[src/rtl/neuron_feeder.sv]
// Sequencer feeding one ROM-resident image into NeuronCalculator, then capturing its cat/not-cat bit.
// Latency: start to done is NUM_WORDS+7 cycles. No backpressure: ROM and calculator accept one word per cycle.
module neuron_feeder #(
  parameter int DATA_WIDTH       = 24,
  parameter int Addr_Depth       = 12,
  parameter int Weight_Percision = 5,
  parameter int NUM_WORDS        = 4096
) (
  input  logic                          clock,
  input  logic                          reset,
  input  logic                          start,
  output logic [Addr_Depth-1:0]         mem_addr,
  output logic                          mem_rd,
  input  logic [DATA_WIDTH-1:0]         pixel_rdata,
  input  logic [3*Weight_Percision-1:0] weight_rdata,
  output logic [DATA_WIDTH-1:0]         x,
  output logic [3*Weight_Percision-1:0] w,
  output logic                          calc_enable,
  output logic                          calc_reset,
  output logic                          get_result,
  input  logic                          neuron_calculator_out,
  output logic                          busy,
  output logic                          done,
  output logic                          cat_detected
);

  // One extra counter bit lets NUM_WORDS == 2**Addr_Depth terminate instead of wrapping.
  localparam int CW = Addr_Depth + 1;
  localparam logic [CW-1:0] N_WORDS  = CW'(NUM_WORDS);
  localparam logic [CW-1:0] END_CNT  = CW'(NUM_WORDS + 1);

  typedef enum logic [2:0] {
    S_IDLE,
    S_CLEAR,
    S_STREAM,
    S_SETTLE,
    S_RESULT,
    S_CAPTURE,
    S_DONE
  } state_t;

  state_t        state;
  logic [CW-1:0] cnt;
  logic [CW-1:0] cnt_p1;

  assign cnt_p1 = cnt + CW'(1);

  always_ff @(posedge clock) begin
    if (reset) begin
      state        <= S_IDLE;
      cnt          <= '0;
      mem_addr     <= '0;
      mem_rd       <= 1'b0;
      x            <= '0;
      w            <= '0;
      calc_enable  <= 1'b0;
      calc_reset   <= 1'b0;
      get_result   <= 1'b0;
      busy         <= 1'b0;
      done         <= 1'b0;
      cat_detected <= 1'b0;
    end else begin
      calc_reset  <= 1'b0;
      get_result  <= 1'b0;
      done        <= 1'b0;
      // A read issued last cycle returns data this cycle; enable leads x/w by one cycle.
      calc_enable <= mem_rd;
      x           <= calc_enable ? pixel_rdata  : '0;
      w           <= calc_enable ? weight_rdata : '0;

      case (state)
        S_IDLE: begin
          if (start) begin
            state      <= S_CLEAR;
            calc_reset <= 1'b1;
            busy       <= 1'b1;
          end
        end
        S_CLEAR: begin
          state    <= S_STREAM;
          cnt      <= '0;
          mem_addr <= '0;
          mem_rd   <= 1'b1;
        end
        S_STREAM: begin
          cnt <= cnt_p1;
          if (cnt_p1 < N_WORDS) begin
            mem_addr <= cnt_p1[Addr_Depth-1:0];
            mem_rd   <= 1'b1;
          end else begin
            mem_addr <= '0;
            mem_rd   <= 1'b0;
          end
          // Two cycles past the last address the final word has left the x/w registers.
          if (cnt == END_CNT) begin
            state <= S_SETTLE;
          end
        end
        S_SETTLE: begin
          state      <= S_RESULT;
          get_result <= 1'b1;
        end
        S_RESULT: begin
          state <= S_CAPTURE;
        end
        S_CAPTURE: begin
          state        <= S_DONE;
          cat_detected <= neuron_calculator_out;
          done         <= 1'b1;
        end
        S_DONE: begin
          state <= S_IDLE;
          busy  <= 1'b0;
        end
        default: begin
          state <= S_IDLE;
          busy  <= 1'b0;
        end
      endcase
    end
  end

endmodule

[config.mk]
export PLATFORM = sky130hd
export DESIGN_NAME = neuron_feeder
export DESIGN_NICKNAME = d
export VERILOG_FILES = /design/src/rtl/neuron_feeder.sv
export SDC_FILE = /design/constraint.sdc
export NUM_CORES = 1
export LEC_CHECK = 0
export CAP_MARGIN = 0
export CORE_MARGIN = 2
export CORE_UTILIZATION = 39
export CTS_CLUSTER_SIZE = 40
export DETAILED_ROUTE_END_ITERATION = 7
export GPL_ROUTABILITY_DRIVEN = 0
export MAX_ROUTING_LAYER = met4
export PLACE_DENSITY_LB_ADDON = 0.3
export SLEW_MARGIN = 10
export SYNTH_ARGS = -nofsm -noshare
export SYNTH_HDL_FRONTEND = slang
export SYNTH_SLANG_ARGS = --single-unit
[constraint.sdc]
create_clock -name clock -period 1.8 [get_ports clock]
set_clock_uncertainty 0.15 [all_clocks]
set_input_delay 0.18 -clock clock [delete_from_list [all_inputs] [get_ports clock]]
set_output_delay 0.18 -clock clock [all_outputs]
set_load 0.05 [all_outputs]
**Word level (Yosys, flattened, before mapping)**

Cells that the tools add are included.

- Register bits after elaboration: 74
- Output and inout port bits: 58

- Reductions and logical operators: 7
- Add/sub/neg operators: 1
- Equal/unequal tests: 8
- Bitwise logic cells: 3
- Mux-type cells: 13
- Order comparisons: 1

Operators with widths:

| kind | number |
|---|---|
| 13-bit one-hot mux with 2 select lines | 1 |
| 12-bit one-hot mux with 2 select lines | 1 |
| 3-bit one-hot mux with 6 select lines | 1 |
| 13-bit by 1-bit adder with 13-bit output, second input constant | 1 |
| 13-bit equality test, second input constant | 1 |
| 13-bit < comparator, second input constant | 1 |
| 12-bit two-way mux | 1 |
| 3-bit by 2-bit equality test with 1-bit output, second input constant | 2 |
| 3-bit equality test, second input constant | 2 |
| 3-bit two-way mux | 2 |
| 1-bit two-way mux | 5 |
| 5-bit OR reduction | 1 |
| 2-bit inequality test, second input constant | 2 |
| 1-bit one-hot mux with 2 select lines | 2 |
| 2-bit AND reduction | 2 |
| 2-bit OR reduction | 2 |
| 3-bit by 1-bit equality test with 1-bit output, second input constant | 1 |
| 3-bit zero test | 1 |
| 1-bit inverter | 3 |
| 2-bit nonzero test | 1 |

**Longest topological paths before layout**

Gate-level depths: netlist of run 1.

- Depth in word-level cells: 4
- Depth in mapped cells: 6
- Mapped depth without buffers: 6

**Worst setup path before layout of run 1**

OpenSTA, ideal clock, no wires.

- Path type: reg-to-reg
- From: register cnt[0]
- To: register mem_addr[0]
- Data required time: 1.524 ns
- Slack: -0.129 ns
- Path buffers: 0
- Stages on the path, launching flop included: 6
- Arrival: 1.653 ns
- Cells stage by stage: dfxtp_1 ha_1 nand2_1 or4_4 mux2i_4 o2bb2ai_1

- Word-level cells in the longest chain between the ends: 4

Ends and longest elaborated chain:

| what | line | source |
|---|---|---|
| start, declared | 43 | `logic [CW-1:0] cnt;` |
| start signal, assigned | 86 | `cnt <= cnt_p1;` |
| 13-bit by 1-bit adder with 13-bit output (*) | 46 | `assign cnt_p1 = cnt + CW'(1);` |
| 13-bit < comparator | 87 | `if (cnt_p1 < N_WORDS) begin` |
| 12-bit two-way mux (*) | 87 |  |
| 12-bit one-hot mux with 2 select lines (*) | 71 | `case (state)` |
| end signal, assigned | 88 | `mem_addr <= cnt_p1[Addr_Depth-1:0];` |
| end, declared | 12 | `output logic [Addr_Depth-1:0] mem_addr,` |

Mark *: on every way between the ends. The rest lies on a longest branch, timed or not.
A chain may end at the register's enable or synchronous reset.

**Worst setup path after layout of run 1**

- From: register cnt[1]
- To: register mem_addr[7]

Same word-level chain as after synthesis.

==> impl_metrics.prom, run 1 <==
# TYPE chip_impl_metric gauge
chip_impl_metric{name="via_count",unit=""} 2307
chip_impl_metric{name="detail_route.wirelength",unit="mm"} 6.74
chip_impl_metric{name="clk_latency",unit="ps"} 350
chip_impl_metric{name="clkTransAtPathRegs",unit="ps"} 80
chip_impl_metric{name="drt_pre_antenna_iters",unit=""} 4
chip_impl_info{name="crit_chain",value="ha_4 -> nand2_2 -> or4_4 -> mux2i_4 -> buf_12 -> o2bb2ai_1"} 1
chip_impl_metric{name="placeableCoreArea",unit="sq mm"} 0.00672
chip_impl_metric{name="drt-wirelength-per-cell",unit="microns"} 14.1
chip_impl_metric{name="yosys_register_bits",unit=""} 74
chip_impl_metric{name="final_period_utilization",unit="%"} 103
chip_impl_metric{name="post_dp_cell_area",unit="sq mm"} 0.00392
chip_impl_metric{name="ir_worst_vdd",unit="mV"} 0.456
chip_impl_info{name="critical-path-top-delay-family",value="simple AND/OR/NAND/NOR gates"} 1
chip_impl_metric{name="max_cap_violations",unit=""} 0
chip_impl_info{name="netlist_top_cells_count",value="dfxtp_1 (74), and2_1 (39), nor2_1 (15), a21oi_1 (13), clkbuf_1 (12)"} 1
chip_impl_metric{name="syn-cell-area",unit="sq mm"} 0.00269
chip_impl_metric{name="critical-path-max-stage-delay",unit="ps"} 580
chip_impl_metric{name="cts.hold.buffers_added",unit=""} 0
chip_impl_metric{name="power_density",unit="mW/mm^2"} 948
chip_impl_metric{name="worst-endpoint-arrival",unit="ps"} 1990
chip_impl_metric{name="worst_path_buf_inv",unit=""} 1
chip_impl_metric{name="power",unit="mW"} 4.06
chip_impl_metric{name="cts-root-to-sink-buffers",unit=""} 2
chip_impl_metric{name="use_met3",unit="%"} 5.40
chip_impl_metric{name="numClockSinks",unit=""} 74
chip_impl_metric{name="drt_drc_violations_left",unit=""} 0
chip_impl_metric{name="postSynthAreaPerCell",unit="sq um"} 10.1
chip_impl_info{name="critPathLaunchType",value="register"} 1
chip_impl_metric{name="placement.io_buffers",unit=""} 100
chip_impl_info{name="crit_path_end_kind",value="register"} 1
chip_impl_metric{name="async_reset_ff_share",unit="%"} 0
chip_impl_metric{name="die_x",unit="microns"} 87.1
chip_impl_metric{name="layout.core_utilization",unit="%"} 63.7
chip_impl_metric{name="timing.max_slew.rel_slack",unit="%"} 59.1
chip_impl_metric{name="fp.dieArea",unit="sq mm"} 0.00758
chip_impl_metric{name="fmax",unit="MHz"} 538
chip_impl_metric{name="min_period",unit="ps"} 1860
chip_impl_metric{name="cts_htree_levels",unit=""} 3
chip_impl_info{name="busiest_layer",value="met2"} 1
chip_impl_metric{name="worst_pin_slew",unit="ps"} 611
chip_impl_info{name="cts_tree",value="yes"} 1
chip_impl_metric{name="setup_ws_post_layout",unit="ps"} -57.6
chip_impl_metric{name="fraction_of_synthesized_cell_area_taken_by_the_top_area_cell_type",unit="%"} 55.0
chip_impl_metric{name="finalHoldViolations",unit=""} 0
chip_impl_info{name="critical_path_class",value="reg2reg"} 1
chip_impl_info{name="critical_path.slowest_cell",value="or4_4"} 1
chip_impl_metric{name="critical_path_peak_fanout",unit=""} 10
chip_impl_metric{name="viasPerCell",unit=""} 4.84
chip_impl_info{name="violations_in_the_final_reports",value="negative setup slack"} 1
chip_impl_metric{name="synth_sequential_area_ratio",unit="%"} 55.0
chip_impl_info{name="status",value="complete, but fails checks"} 1
chip_impl_metric{name="dr.first_iter.drc_count",unit=""} 105
chip_impl_info{name="rsz0062_at_grt",value="true"} 1
chip_impl_metric{name="postSynthNetCount",unit=""} 314
chip_impl_metric{name="synth_cell_type_count",unit=""} 42
chip_impl_metric{name="core.rowCount",unit=""} 30
chip_impl_metric{name="grt_start_max_net_pins",unit=""} 40
chip_impl_metric{name="yosysWarningCount",unit=""} 0
chip_impl_metric{name="finish.cell_count_without_fillers",unit=""} 477
chip_impl_metric{name="grt_use_met1",unit="%"} 20.9
chip_impl_info{name="synthDominantAreaCellType",value="dfxtp_1"} 1
chip_impl_info{name="min_path_type",value="in2reg"} 1
chip_impl_metric{name="share_of_post_route_cells_with_drive_strength_above_1",unit="%"} 24.9
chip_impl_metric{name="ant_nets",unit=""} 0
chip_impl_metric{name="cts_made_buffers",unit=""} 9
chip_impl_metric{name="global_route.usage.met2",unit="%"} 27.7
chip_impl_metric{name="num_antenna_cells",unit=""} 0
chip_impl_info{name="ys.flop_type",value="dfxtp_1"} 1
chip_impl_metric{name="number_of_antenna_violations_at_the_first_check_in_global_routing",unit=""} 0
chip_impl_info{name="cts_root_buffer",value="clkbuf_8"} 1
chip_impl_info{name="leading_cell_type_by_number_of_instances_after_synthesis",value="dfxtp_1"} 1
chip_impl_metric{name="data_required_critical_path",unit="ps"} 1930
chip_impl_metric{name="ioPinCount",unit=""} 101
chip_impl_metric{name="first_global_vias",unit=""} 2060
chip_impl_metric{name="final_area",unit="sq mm"} 0.00428
chip_impl_metric{name="netlist_instances",unit=""} 267
chip_impl_metric{name="synth_edf_count",unit=""} 0
chip_impl_metric{name="power.leakage",unit="nW"} 2.07
chip_impl_metric{name="layout.filler_cells",unit=""} 531
chip_impl_metric{name="gr-usage-all-layers",unit="%"} 17.7
chip_impl_metric{name="timing_max_transition_violations_final",unit=""} 0
chip_impl_metric{name="grt_first_pass_wirelength",unit="mm"} 9.84
chip_impl_metric{name="initial_core_util",unit="%"} 40.1
chip_impl_metric{name="dpl.cell_count",unit=""} 460
chip_impl_metric{name="final-setup-viol-count",unit=""} 10
chip_impl_metric{name="finalNetCount",unit=""} 439
chip_impl_metric{name="post-dp-hpwl",unit="mm"} 4.81
chip_impl_info{name="synth_area_leaders",value="dfxtp_1 (55%), and2_1 (9.1%), o2bb2ai_1 (3.3%)"} 1
chip_impl_metric{name="floorplan.die.height",unit="microns"} 87.1
chip_impl_metric{name="grt_overflow_total",unit=""} 0
chip_impl_metric{name="area_growth",unit="%"} 58.9
[worst reg2reg max path, stage by stage, from the launching register on]
cell and delay [ps]:
dfxtp_4 370, ha_4 140, nand2_2 50, or4_4 580, mux2i_4 220, buf_12 150, o2bb2ai_1 130
[sequential cells by signal, summed over array words and instances (netlist names)]
signal,flops
busy,1
calc_enable,1
calc_reset,1
cat_detected,1
cnt,13
done,1
get_result,1
mem_addr,12
mem_rd,1
state,3
w,15
x,24
[report_power, final]
group,leakage (nW),total (mW),internal [mW],switching [mW]
logic,1.34,0.725,0.294,0.430
clock network,0.129,1.59,0.992,0.603
registers,0.600,1.74,1.70,0.0338
total,2.07,4.06,2.99,1.07
[metal layers]
metal,up-vias,wire [microns]
met4,0,141
met3,14,358
met5,-,0
li1,1159,-
met1,1065,3030
met2,69,3210
[layout by cell type (no fill, tap or decap), types with 2 or more instances in the layout]
cell type / instances
xor2_1: 5
a211oi_1: 2
nand2_1: 5
bufinv_16: 3
ha_1: 3
nor2b_1: 2
nor3_1: 8
o2bb2ai_2: 7
dlymetal6s2s_1: 15
dlygate4sd2_1: 14
a311oi_1: 2
nor4_1: 2
o21ai_0: 11
o2bb2ai_1: 3
a21oi_1: 12
xnor2_1: 6
clkbuf_8: 11
and2_1: 39
dfxtp_4: 2
clkdlybuf4s50_1: 45
clkinv_2: 2
a31oi_1: 3
nand3_1: 9
and3_1: 4
inv_1: 6
nor2_1: 15
or3_1: 3
nand3b_1: 2
dfxtp_1: 72
buf_4: 60
[final timing paths]
| check | startpoint | to | slack (ps) | depth (start not counted) |
|---|---|---|---|---|
| min | weight_rdata[7] | w[7] | 230 | 2 |
| max reg2reg | cnt[1] | mem_addr[7] | -60 | 6 |
| max | cnt[1] | mem_addr[7] | -60 | 6 |
| min reg2reg | mem_addr[0] | mem_addr[0] | 320 | 1 |
[cells by family after synthesis]
logic type                 after synthesis  share of synthesized area (%)
buffers and inverters                   27                           4.28
muxes                                    2                           1.21
AOI/OAI and AO/OA                       48                           11.9
xor gates and xnor gates                11                           3.58
DFF                                     74                           55.0
adders and majority gates                4                           1.86
and+or+nand+nor                        101                           22.1
[repair_timing]
action                                  CTS  global route
buffers inserted                          0             3
cloned                                    0             0
pin swaps                                 4             4
endpoints found under the setup margin   29            70
gates resized for setup                  21            24
[stage by stage]
stage          hold slack [ps]  setup TNS, ps  worst slack, ps
2_1_floorplan              152              0             12.0
5_1_grt                    229          -1010             -103
4_1_cts                    220           -355            -46.4
3_3_place_gp               295          -6190             -152
6_report                   233           -431            -57.6
3_5_place_dp               300          -7540             -201
[area by class of cell]
type                    count  area, sq um  share of cell area (%)
clock inverters             5          100                    2.34
clock buffers              11          151                    3.54
multi-input cells         166         1180                    27.7
flip-flops and latches     74         1490                    34.8
repair buffers            135         1230                    28.8
inverters                   6         22.5                   0.526
well taps                  80          100                    2.34
No activity file was read; power rests on OpenSTA's default activity.
==> inputs of run 2 (changes only) <==
--- a/config.mk
+++ b/config.mk
@@ -11,7 +11,6 @@
 export CTS_CLUSTER_SIZE = 40
 export DETAILED_ROUTE_END_ITERATION = 7
 export GPL_ROUTABILITY_DRIVEN = 0
-export MAX_ROUTING_LAYER = met4
 export PLACE_DENSITY_LB_ADDON = 0.3
 export SLEW_MARGIN = 10
 export SYNTH_ARGS = -nofsm -noshare
==> impl_metrics.prom, run 2 (same netlist as run 1, synthesis figures left out) <==
# TYPE chip_impl_metric gauge
chip_impl_info{name="cts_root_buffer",value="clkbuf_8"} 1
chip_impl_metric{name="setup_ws_post_layout",unit="ps"} -59.7
chip_impl_info{name="min_path_type",value="in2reg"} 1
chip_impl_metric{name="timing_max_transition_violations_final",unit=""} 0
chip_impl_metric{name="max_cap_violations",unit=""} 0
chip_impl_metric{name="internal_power",unit="mW"} 2.99
chip_impl_metric{name="met1_length",unit="mm"} 2.96
chip_impl_info{name="status",value="complete, but fails checks"} 1
chip_impl_metric{name="grt_first_pass_wirelength",unit="mm"} 9.83
chip_impl_metric{name="core.rowCount",unit=""} 30
chip_impl_metric{name="cts_made_buffers",unit=""} 9
chip_impl_metric{name="first_global_vias",unit=""} 2054
chip_impl_metric{name="floorplan.die.height",unit="microns"} 87.1
chip_impl_metric{name="grt_start_max_net_pins",unit=""} 40
chip_impl_info{name="critical_path.slowest_cell",value="or4_4"} 1
chip_impl_metric{name="drt_pre_antenna_iters",unit=""} 4
chip_impl_metric{name="pwr-share-comb",unit="%"} 17.9
chip_impl_metric{name="timing.max_slew.rel_slack",unit="%"} 58.8
chip_impl_metric{name="data_required_critical_path",unit="ps"} 1920
chip_impl_metric{name="detailroute.wirelength.met2",unit="mm"} 3.24
chip_impl_metric{name="min_period",unit="ps"} 1860
chip_impl_metric{name="number_of_antenna_violations_at_the_first_check_in_global_routing",unit=""} 0
chip_impl_metric{name="drt_drc_violations_left",unit=""} 0
chip_impl_info{name="layout_commonest_cell",value="dfxtp_1"} 1
chip_impl_metric{name="final_period_utilization",unit="%"} 103
chip_impl_metric{name="post_dp_cell_area",unit="sq mm"} 0.00392
chip_impl_metric{name="worst_path_buf_inv",unit=""} 1
chip_impl_metric{name="numClockSinks",unit=""} 74
chip_impl_info{name="crit_chain",value="ha_4 -> nand2_2 -> or4_4 -> mux2i_4 -> buf_12 -> o2bb2ai_1"} 1
chip_impl_info{name="critical_path_class",value="reg2reg"} 1
chip_impl_metric{name="cts-root-to-sink-buffers",unit=""} 2
chip_impl_metric{name="initial_core_util",unit="%"} 40.1
chip_impl_metric{name="routed-wl-met3",unit="microns"} 466
chip_impl_info{name="cts_tree",value="yes"} 1
chip_impl_metric{name="power_density",unit="mW/mm^2"} 945
chip_impl_metric{name="placement.io_buffers",unit=""} 100
chip_impl_metric{name="ir_worst_vdd",unit="mV"} 0.455
chip_impl_info{name="critPathLaunchType",value="register"} 1
chip_impl_metric{name="num_antenna_cells",unit=""} 0
chip_impl_metric{name="detail_route.wirelength",unit="mm"} 6.75
chip_impl_info{name="top_register",value="x"} 1
chip_impl_metric{name="cts_htree_levels",unit=""} 3
chip_impl_metric{name="clkTransAtPathRegs",unit="ps"} 80
chip_impl_metric{name="critical_path_peak_fanout",unit=""} 10
chip_impl_info{name="crit_path_end_kind",value="register"} 1
chip_impl_metric{name="drt-wirelength-per-cell",unit="microns"} 14.2
chip_impl_info{name="rsz0062_at_grt",value="true"} 1
chip_impl_metric{name="viasPerCell",unit=""} 4.85
chip_impl_metric{name="final_area",unit="sq mm"} 0.00429
chip_impl_metric{name="die_x",unit="microns"} 87.1
chip_impl_metric{name="post-dp-hpwl",unit="mm"} 4.81
chip_impl_metric{name="final-setup-viol-count",unit=""} 10
chip_impl_metric{name="power",unit="mW"} 4.05
chip_impl_metric{name="clkPwrFrac",unit="%"} 39.2
chip_impl_metric{name="largest_register_ff_count",unit=""} 24
chip_impl_metric{name="worst-endpoint-arrival",unit="ps"} 1980
chip_impl_metric{name="layout.filler_cells",unit=""} 531
chip_impl_metric{name="ioPinCount",unit=""} 101
chip_impl_metric{name="power.leakage",unit="nW"} 2.13
chip_impl_metric{name="finalNetCount",unit=""} 439
chip_impl_metric{name="ant_nets",unit=""} 0
chip_impl_info{name="route.top_layer_used",value="met4"} 1
chip_impl_metric{name="fp.dieArea",unit="sq mm"} 0.00758
chip_impl_metric{name="critical-path-max-stage-delay",unit="ps"} 580
chip_impl_metric{name="cts.hold.buffers_added",unit=""} 0
chip_impl_metric{name="grt_overflow_total",unit=""} 0
chip_impl_metric{name="fmax",unit="MHz"} 538
chip_impl_metric{name="gr-usage-all-layers",unit="%"} 17.3
chip_impl_metric{name="clk_latency",unit="ps"} 340
chip_impl_metric{name="switching_power_summed_over_all_nets",unit="mW"} 1.06
chip_impl_metric{name="placeableCoreArea",unit="sq mm"} 0.00672
chip_impl_metric{name="via_count",unit=""} 2315
chip_impl_info{name="violations_in_the_final_reports",value="negative setup slack"} 1
chip_impl_info{name="layout_top_registers",value="x (24), w (15), cnt (13)"} 1
chip_impl_metric{name="netSwitchingFraction",unit="%"} 26.2
chip_impl_metric{name="finalHoldViolations",unit=""} 0
chip_impl_metric{name="dr.first_iter.drc_count",unit=""} 107
chip_impl_metric{name="seqPwrFrac",unit="%"} 42.9
chip_impl_metric{name="share_of_post_route_cells_with_drive_strength_above_1",unit="%"} 24.9
chip_impl_metric{name="area_growth",unit="%"} 59.2
chip_impl_metric{name="worst_pin_slew",unit="ps"} 617
chip_impl_info{name="critical-path-top-delay-family",value="simple AND/OR/NAND/NOR gates"} 1
chip_impl_info{name="final_cell_mix",value="dfxtp_1 (72), buf_4 (60), clkdlybuf4s50_1 (42)"} 1
chip_impl_metric{name="layout.core_utilization",unit="%"} 63.8
## run 2: cell types whose count changed in the layout (fill, tap and decap cells not counted), sizes merged
cell,change
clkdlybuf4s50,-3
dlymetal6s2s,+3
## run 2: path summary, 6_finish.rpt
kind	cells past startpoint	start	slack, ps	end
setup / recovery	6	cnt[1]	-60	mem_addr[7]
hold / removal	2	weight_rdata[7]	230	w[7]
setup reg to reg	6	cnt[1]	-60	mem_addr[7]
hold reg to reg	1	mem_addr[0]	320	mem_addr[0]
## run 2: worst register-to-register path: stages, from the launching register on
cell and delay (ps):
dfxtp_4 370, ha_4 140, nand2_2 50, or4_4 580
mux2i_4 220, buf_12 150, o2bb2ai_1 130
## run 2: power by group through the flow
stage	sequential, mW	combinational (mW)	clock [mW]
floorplan	1.96	0.216	0
global placement	1.77	0.701	0
detailed placement	1.78	0.712	0
CTS	1.74	0.715	1.62
global route	1.75	0.773	1.68
finish	1.74	0.724	1.59
## run 2: layout make-up
class / count / area [sq um] / area share [%]
sequential: 74 / 1490 / 34.7
timing repair buffer: 135 / 1240 / 28.9
multi-input combinational: 166 / 1180 / 27.6
clock buffer: 11 / 151 / 3.53
clock inverter: 5 / 100 / 2.34
tap: 80 / 100 / 2.34
inverter: 6 / 22.5 / 0.526
## run 2: per-stage QoR
step,setup WS (ps),setup TNS (ps),std cells,hold slack [ps]
after floorplan,12.0,0,267,152
after global placement,-152,-6190,460,295
after detailed placement,-201,-7540,460,300
after CTS,-46.4,-355,476,220
after global routing,-103,-1010,477,224
final,-59.7,-439,477,234
## run 2: per-layer routing
metal,GRT usage (%),vias up
li1,-,1160
met4,8.10,0
met5,0,-
met3,5.97,7
met1,20.8,1066
met2,27.7,82
## run 2: what timing repair did
item,4_1_cts,5_1_grt
buffers inserted,0,2
gates resized for setup,21,27
pin swaps,4,4
endpoints found under the setup margin,29,73
==> inputs of run 3 (changes only) <==
--- a/config.mk
+++ b/config.mk
@@ -7,11 +7,13 @@
 export LEC_CHECK = 0
 export CAP_MARGIN = 0
 export CORE_MARGIN = 2
-export CORE_UTILIZATION = 39
+export CORE_UTILIZATION = 55
 export CTS_CLUSTER_SIZE = 40
 export DETAILED_ROUTE_END_ITERATION = 7
+export DONT_BUFFER_PORTS = 1
 export GPL_ROUTABILITY_DRIVEN = 0
 export PLACE_DENSITY_LB_ADDON = 0.3
+export SKIP_LAST_GASP = 1
 export SLEW_MARGIN = 10
 export SYNTH_ARGS = -nofsm -noshare
 export SYNTH_HDL_FRONTEND = slang
==> impl_metrics.prom, run 3 (same netlist as run 1, synthesis figures left out) <==
# TYPE chip_impl_metric gauge
chip_impl_metric{name="die_x",unit="microns"} 74.0
chip_impl_metric{name="grt_overflow_total",unit=""} 0
chip_impl_metric{name="largest_register_ff_count",unit=""} 24
chip_impl_metric{name="fmax",unit="MHz"} 540
chip_impl_metric{name="layout.filler_cells",unit=""} 292
chip_impl_info{name="violations_in_the_final_reports",value="negative setup slack"} 1
chip_impl_info{name="top_register",value="x"} 1
chip_impl_metric{name="dp_slack",unit="ps"} -72.3
chip_impl_metric{name="finalHoldWorstSlack",unit="ps"} 7.48
chip_impl_metric{name="routed-wl-met3",unit="microns"} 480
chip_impl_metric{name="clkTransAtPathRegs",unit="ps"} 90
chip_impl_metric{name="power_density",unit="mW/mm^2"} 1030
chip_impl_metric{name="first_global_vias",unit=""} 2145
chip_impl_info{name="min_path_type",value="in2reg"} 1
chip_impl_metric{name="drt-wirelength-per-cell",unit="microns"} 16.8
chip_impl_metric{name="critical_path_peak_fanout",unit=""} 10
chip_impl_metric{name="met1_length",unit="mm"} 2.78
chip_impl_metric{name="critical-path-max-stage-delay",unit="ps"} 560
chip_impl_metric{name="num_antenna_cells",unit=""} 0
chip_impl_metric{name="number_of_antenna_violations_at_the_first_check_in_global_routing",unit=""} 0
chip_impl_metric{name="placeableCoreArea",unit="sq mm"} 0.00472
chip_impl_info{name="layout_commonest_cell",value="dfxtp_1"} 1
chip_impl_metric{name="fp.dieArea",unit="sq mm"} 0.00547
chip_impl_metric{name="finalNetCount",unit=""} 385
chip_impl_metric{name="final_period_utilization",unit="%"} 103
chip_impl_metric{name="viasPerCell",unit=""} 5.38
chip_impl_info{name="final_cell_mix",value="dfxtp_1 (71), dlygate4sd3_1 (47), and2_1 (39)"} 1
chip_impl_metric{name="ioPinCount",unit=""} 101
chip_impl_metric{name="worst-endpoint-arrival",unit="ps"} 1970
chip_impl_metric{name="timing_max_transition_violations_final",unit=""} 0
chip_impl_metric{name="via_count",unit=""} 2205
chip_impl_metric{name="cts-root-to-sink-buffers",unit=""} 2
chip_impl_metric{name="timing.max_slew.rel_slack",unit="%"} 49.0
chip_impl_info{name="route.top_layer_used",value="met4"} 1
chip_impl_metric{name="numClockSinks",unit=""} 74
chip_impl_info{name="crit_chain",value="ha_4 -> nand2_1 -> or4_4 -> mux2i_4 -> buf_12 -> o2bb2ai_1"} 1
chip_impl_metric{name="post-dp-hpwl",unit="mm"} 3.85
chip_impl_info{name="cts_root_buffer",value="clkbuf_8"} 1
chip_impl_metric{name="setup_ws_post_layout",unit="ps"} -51.7
chip_impl_info{name="layout_top_registers",value="x (24), w (15), cnt (13)"} 1
chip_impl_metric{name="gr-usage-all-layers",unit="%"} 25.8
chip_impl_metric{name="cts_made_buffers",unit=""} 9
chip_impl_metric{name="footprint_of_the_multi_input_gates",unit="sq mm"} 0.00115
chip_impl_metric{name="final-setup-viol-count",unit=""} 13
chip_impl_metric{name="drt_pre_antenna_iters",unit=""} 4
chip_impl_metric{name="core.rowCount",unit=""} 25
chip_impl_info{name="critical_path_class",value="reg2reg"} 1
chip_impl_info{name="status",value="complete, but fails checks"} 1
chip_impl_metric{name="dr.first_iter.drc_count",unit=""} 160
chip_impl_metric{name="power",unit="mW"} 3.83
chip_impl_metric{name="max_cap_violations",unit=""} 0
chip_impl_metric{name="drt_drc_violations_left",unit=""} 0
chip_impl_metric{name="worst_pin_slew",unit="ps"} 763
chip_impl_info{name="critical_path.slowest_cell",value="or4_4"} 1
chip_impl_metric{name="cts_htree_levels",unit=""} 3
chip_impl_metric{name="detailroute.wirelength.met2",unit="mm"} 3.52
chip_impl_metric{name="power.leakage",unit="nW"} 1.49
chip_impl_metric{name="ir_worst_vdd",unit="mV"} 0.619
chip_impl_metric{name="floorplan.die.height",unit="microns"} 74.0
chip_impl_metric{name="finalHoldViolations",unit=""} 0
chip_impl_metric{name="share_of_post_route_cells_with_drive_strength_above_1",unit="%"} 19.5
chip_impl_metric{name="min_period",unit="ps"} 1850
chip_impl_metric{name="ff2ff_setup_slack",unit="ps"} -50
chip_impl_metric{name="placement.io_buffers",unit=""} 0
chip_impl_metric{name="area_growth",unit="%"} 37.8
chip_impl_metric{name="ant_nets",unit=""} 0
chip_impl_info{name="crit_path_end_kind",value="register"} 1
chip_impl_metric{name="layout.core_utilization",unit="%"} 78.5
chip_impl_info{name="critPathLaunchType",value="register"} 1
chip_impl_metric{name="data_required_critical_path",unit="ps"} 1920
chip_impl_metric{name="initial_core_util",unit="%"} 57.0
chip_impl_metric{name="grt_first_pass_wirelength",unit="mm"} 10.5
chip_impl_metric{name="grt_start_max_net_pins",unit=""} 40
chip_impl_metric{name="clk_latency",unit="ps"} 340
chip_impl_metric{name="sequential_cell_area",unit="sq mm"} 0.00149
chip_impl_metric{name="detail_route.wirelength",unit="mm"} 6.89
chip_impl_info{name="cts_tree",value="yes"} 1
chip_impl_info{name="rsz0062_at_grt",value="true"} 1
==> run 3: worst max-delay path, delay by kind of cell, from the launching register on <==
kind / cells / cell delay [ps]
simple gates: 2 / 630
flops: 1 / 370
mux: 1 / 210
buf+inv: 1 / 140
compound gates: 1 / 140
fa+ha+maj: 1 / 130
==> run 3: final timing paths <==
check | start | cells past startpoint | to
worst max-delay path | cnt[0] | 6 | mem_addr[1]
worst min-delay path | reset | 2 | w[6]
worst max register to register | cnt[0] | 6 | mem_addr[1]
worst min register to register | mem_addr[10] | 1 | mem_addr[10]
==> run 3: layer usage <==
layer | vias to the layer above | track usage (%)
li1 | 1052 | -
met1 | 1044 | 30.0
met2 | 99 | 44.9
met3 | 10 | 7.86
met4 | 0 | 9.49
met5 | - | 0
==> run 3: power by group <==
group / leakage (nW) / switching [mW] / internal, mW
sequential: 0.601 / 0.200 / 1.71
clock: 0.102 / 0.644 / 0.790
combinational: 0.783 / 0.258 / 0.229
total: 1.49 / 1.10 / 2.72
==> run 3: layout make-up <==
cell class / count / share of cell area, %
timing repair buffer: 81 / 20.0
multi-input combinational: 166 / 31.0
tap: 67 / 2.26
clock buffer: 9 / 3.34
sequential: 74 / 40.1
clock inverter: 7 / 2.70
inverter: 6 / 0.607
==> run 3: timing repair <==
action | in CTS | in global routing
pin swaps | 1 | 1
buffers inserted | 2 | 0
hold buffers | 47 | 0
gates resized for setup | 3 | 8
setup endpoints to repair | 14 | 36
hold endpoints to repair | 73 | 0
==> run 3: per-stage QoR <==
| step | std cells | setup TNS (ps) | area, sq um |
|---|---|---|---|
| 3_5_place_dp | 346 | -471 | 2960 |
| 6_report | 410 | -364 | 3710 |
| 3_3_place_gp | 346 | 0 | 2960 |
| 4_1_cts | 410 | -241 | 3670 |
| 5_1_grt | 410 | -1110 | 3710 |
| 2_1_floorplan | 267 | 0 | 2710 |
